### src/rtl/fifo_pkg.sv
// Shared defaults and sizing helper for the single-clock FIFO.
package fifo_pkg;

    localparam int FIFO_DATA_W = 8;
    localparam int FIFO_DEPTH  = 64;
    localparam int FIFO_CNT_W  = 8;

    // Smallest w with 2**w >= depth, written as a bounded loop so it elaborates anywhere.
    function automatic int ptr_w(input int depth);
        int w;
        w = 0;
        for (int i = 0; i < 31; i++) begin
            if ((1 << i) < depth) w = i + 1;
        end
        return w;
    endfunction

endpackage

### src/rtl/fifo_mem.sv
// DEPTH x DATA_W storage: synchronous write, registered read that holds when idle.
module fifo_mem #(
    parameter int DATA_W = 8,
    parameter int DEPTH  = 64,
    parameter int AW     = 6
) (
    input  logic              clk,
    input  logic              rst,
    input  logic              we,
    input  logic              re,
    input  logic [AW-1:0]     waddr,
    input  logic [AW-1:0]     raddr,
    input  logic [DATA_W-1:0] wdata,
    output logic [DATA_W-1:0] rdata
);

    logic [DATA_W-1:0] mem [DEPTH];

    // Array itself is never reset so it can map onto plain RAM.
    always_ff @(posedge clk) begin
        if (we) mem[waddr] <= wdata;
    end

    always_ff @(posedge clk) begin
        if (!rst)    rdata <= '0;
        else if (re) rdata <= mem[raddr];
    end

endmodule

### src/rtl/fifo_single_clk.sv
// Single-clock FIFO: pointers, occupancy counter and status flags around fifo_mem.
module fifo_single_clk
    import fifo_pkg::*;
#(
    parameter int DATA_W = FIFO_DATA_W,
    parameter int DEPTH  = FIFO_DEPTH,
    parameter int CNT_W  = FIFO_CNT_W
) (
    input  logic              clk,
    input  logic              rst,
    input  logic              wr_en,
    input  logic              rd_en,
    input  logic [DATA_W-1:0] buf_in,
    output logic [DATA_W-1:0] buf_out,
    output logic              buf_empty,
    output logic              buf_full,
    output logic [CNT_W-1:0]  fifo_counter
);

    localparam int AW = ptr_w(DEPTH);

    logic [AW-1:0] wr_ptr, rd_ptr;
    logic          do_wr, do_rd;

    assign buf_empty = (fifo_counter == '0);
    assign buf_full  = (fifo_counter == CNT_W'(DEPTH));

    // Gating with rst keeps a reset cycle from touching memory or the output register.
    assign do_wr = wr_en & ~buf_full  & rst;
    assign do_rd = rd_en & ~buf_empty & rst;

    always_ff @(posedge clk) begin
        if (!rst) begin
            wr_ptr       <= '0;
            rd_ptr       <= '0;
            fifo_counter <= '0;
        end else begin
            if (do_wr) wr_ptr <= wr_ptr + AW'(1);
            if (do_rd) rd_ptr <= rd_ptr + AW'(1);
            case ({do_wr, do_rd})
                2'b10:   fifo_counter <= fifo_counter + CNT_W'(1);
                2'b01:   fifo_counter <= fifo_counter - CNT_W'(1);
                default: fifo_counter <= fifo_counter;
            endcase
        end
    end

    fifo_mem #(
        .DATA_W (DATA_W),
        .DEPTH  (DEPTH),
        .AW     (AW)
    ) u_mem (
        .clk   (clk),
        .rst   (rst),
        .we    (do_wr),
        .re    (do_rd),
        .waddr (wr_ptr),
        .raddr (rd_ptr),
        .wdata (buf_in),
        .rdata (buf_out)
    );

endmodule

### config.mk
export PLATFORM = sky130hd
export DESIGN_NAME = fifo_single_clk
export DESIGN_NICKNAME = d
export VERILOG_FILES = /design/src/rtl/fifo_pkg.sv /design/src/rtl/fifo_mem.sv /design/src/rtl/fifo_single_clk.sv
export SDC_FILE = /design/constraint.sdc
export NUM_CORES = 1
export LEC_CHECK = 0
export BUFFER_PORTS_ARGS = -buffer_cell sky130_fd_sc_hd__clkbuf_2
export CORE_ASPECT_RATIO = 1.2
export CORE_MARGIN = 2
export CORE_UTILIZATION = 43
export CTS_CLUSTER_SIZE = 12
export DETAILED_ROUTE_END_ITERATION = 8
export PLACE_DENSITY_LB_ADDON = 0.3
export SLEW_MARGIN = 20
export SYNTH_ARGS = -nofsm -noshare
export SYNTH_HDL_FRONTEND = slang
export SYNTH_SLANG_ARGS = --single-unit
### constraint.sdc
create_clock -name clk -period 6.1 [get_ports clk]
set_input_delay 0.305 -clock clk [delete_from_list [all_inputs] [get_ports clk]]
set_output_delay 0.305 -clock clk [all_outputs]
set_load 0.02 [all_outputs]
==> results.txt <==
Slew @ Worst Pin: 1.03 ns
GRT Max-Usage Layer: met2
Mapped Nets: 1177
max-slew violations: 0
Max Freq: 295 MHz
delay-heaviest family, CP: simple AND/OR/NAND/NOR gates
port bufs: 29
status: finished, final reports clean
Area growth syn-to-layout: 10.7%
DP Worst Slack: 2.66 ns
cts hold-fix bufs: 0
htree depth: 2
Clock Sinks: 540
clk buf depth: 3
Synth area leaders: edfxtp_1, mux4_2, mux2i_1
CTS root buffer: clkbuf_16
leak pwr: 7.32 nW
sequential-to-total area share from yosys stat: 74.5%
met3 Resource Use GR: 3.16%
Die X-Extent: 208 um
DP HPWL: 28.1 mm
min setup slack post-route: 2.71 ns
FP Rows: 89
initial DRC count: 974
synthesized cell area: 0.0214 mm2
YS warnings: 0
Pwr Density: 342 mW/mm2
Worst Path Required: 6.56 ns
RSZ-0062 raised after global routing: false
clock latency on the worst-skew pair: 0.58 ns
vias per cell: 5.74
GR Layer Usage met2: 31.5%
worst min path class: input port to register
post-CTS setup buffers: 0
Nets: 1213
final hold vios: 0
total grt overflow: 0
pin count of the biggest net entering global routing: 65
crit path time final: 3.39 ns
total power: 8.10 mW
first-pass GRT wire length: 71.0 mm
chip height: 248 um
Max IR drop VDD: 0.000202 V
share of layout cells above drive strength 1: 17.2%
Worst Skew: 0.0102 ns
# IOs: 30
hold_ws: 0.162 ns
Tcrit/Tclk final: 55.6%
Max Cap Violations: 0
Post-Route WL: 47.2 mm
Worst Path Class, Setup: register to register
CTS resizes: 0
initial antenna violation count: 1
Post-Synthesis Cells: 1155
WP buf/inv: 1
element type at the critical path end: register
final setup violation count: 0
clock transition at the registers of the reported paths: 0.06 ns
drt drc: 0
final std cells w/o fill: 1873
First-pass DRT Iterations: 7
Core Area: 0.0492 mm2
crit path DAT: 3.85 ns
area share of the largest cell type after synthesis: 71.9%
Synth cell types: 55
max_slew headroom: 31.0%
largest area contributor in the netlist: edfxtp_1
die footprint: 0.0516 mm2
Initial Util: 43.5%
Placed Cells incl. Taps: 1774
Slowest cell on crit path: dfxtp_4
Final ANT Viol Nets: 0
setup_tns: 0 ns
CP Max Fanout: 64
GP Congestion: 0.845
Most used DFF post-synth: edfxtp_1
flops & latches, synth: 540
Critical Path, Cell by Cell: buf_12 -> or3b_1 -> o22ai_1 -> nor4_1 -> o21ai_0 -> nand3_1 -> nand2_1
number of CTS-inserted buffers: 52
vias in the first global route: 10.9k
ys async rst share: 0%
Vias: 10.8k
WL per Instance: 25.2 um
number of synthesized flops with an enable pin: 512
GRT Overall Usage: 18.5%
met1 Use GR: 24.1%
peak per-stage delay on the critical path: 0.90 ns
CTS tree: yes
syn_area_per_cell: 18.5 um2
Fill cells: 4113
Worst Setup Start Kind: register
-- stage by stage --
stage	util, %	cell area (um2)
final	48.1	23700
after global routing	48.1	23700
after CTS	48.1	23700
after detailed placement	44.9	22100
after global placement	44.9	22100
after floorplan	-	21400
-- area by class of cell --
| cell class | instances | area [um2] | share of cell area (%) |
|---|---|---|---|
| flip-flops and latches | 540 | 15900 | 67.3 |
| multi-input cells | 543 | 5050 | 21.3 |
| clock buffers | 95 | 1550 | 6.56 |
| well taps | 637 | 797 | 3.36 |
| repair buffers | 45 | 290 | 1.23 |
| inverters | 9 | 33.8 | 0.143 |
| clock inverters | 3 | 22.5 | 0.0951 |
| diodes | 1 | 2.50 | 0.0106 |
-- registers in the layout, indices dropped and copies added (netlist names) --
name          cells
fifo_counter      8
rd_ptr            6
u_mem.mem       512
u_mem.rdata       8
wr_ptr            6
-- tightest hold or removal path: stages --
cell and delay (ns):
clkbuf_2 0.09, nand2_1 0.07, a31oi_2 0.09, nand2_1 0.07
o21ai_0 0.07
-- layout by cell type, fill, tap and decap left out, types with 14 or more instances in the layout --
cell type	count
a22oi_1	20
nand2_1	38
clkbuf_2	29
clkbuf_16	53
clkbuf_1	35
nor2_1	98
o21ai_0	24
buf_4	14
dfxtp_1	25
mux2i_1	93
nand3_1	26
edfxtp_1	512
o22ai_1	17
and2_1	14
mux4_2	90
-- synth_stat cells, types with 14 or more instances --
master    number
buf_2         15
mux4_2        90
a22oi_1       20
clkbuf_1      25
o21ai_0       24
o22ai_1       17
and2_1        14
nand2_1       38
nor2_1        98
edfxtp_1     512
nand3_1       26
dfxtp_1       28
mux2i_1       93
-- cells by family (layout without fill, tap and decap cells) --
family | Yosys count | count (layout) | synth area share [%]
xor gates and xnor gates | 14 | 14 | 0.573
adders and majority gates | 10 | 10 | 0.620
DFF | 540 | 540 | 74.5
buffers and inverters | 72 | 152 | 1.92
and+or+nand+nor | 228 | 228 | 5.08
muxes | 184 | 184 | 13.9
other | 0 | 1 | 0
AOI/OAI and AO/OA | 107 | 107 | 3.46
-- power by group --
group          total (mW)  leakage (nW)  internal, mW  switching [mW]
sequential           4.19          4.83          4.08           0.103
combinational       0.910          1.73         0.433           0.478
clock                3.01         0.758          1.71            1.30
total                8.10          7.32          6.22            1.88
-- metal layers --
metal / up-vias / wire (um)
met5: - / 0
met4: 0 / 1560
met3: 90 / 2930
met2: 374 / 23700
met1: 5590 / 19000
li1: 4706 / -
-- worst paths after layout --
check	from	endpoint	slack (ns)	cells past startpoint
worst min register to register	fifo_counter[7]	fifo_counter[7]	0.52	2
worst max-delay path	rd_ptr[0]	u_mem.rdata[5]	2.71	7
worst max register to register	rd_ptr[0]	u_mem.rdata[5]	2.71	7
worst min-delay path	wr_en	wr_ptr[1]	0.16	5
Power figures use the tool's default switching activity.
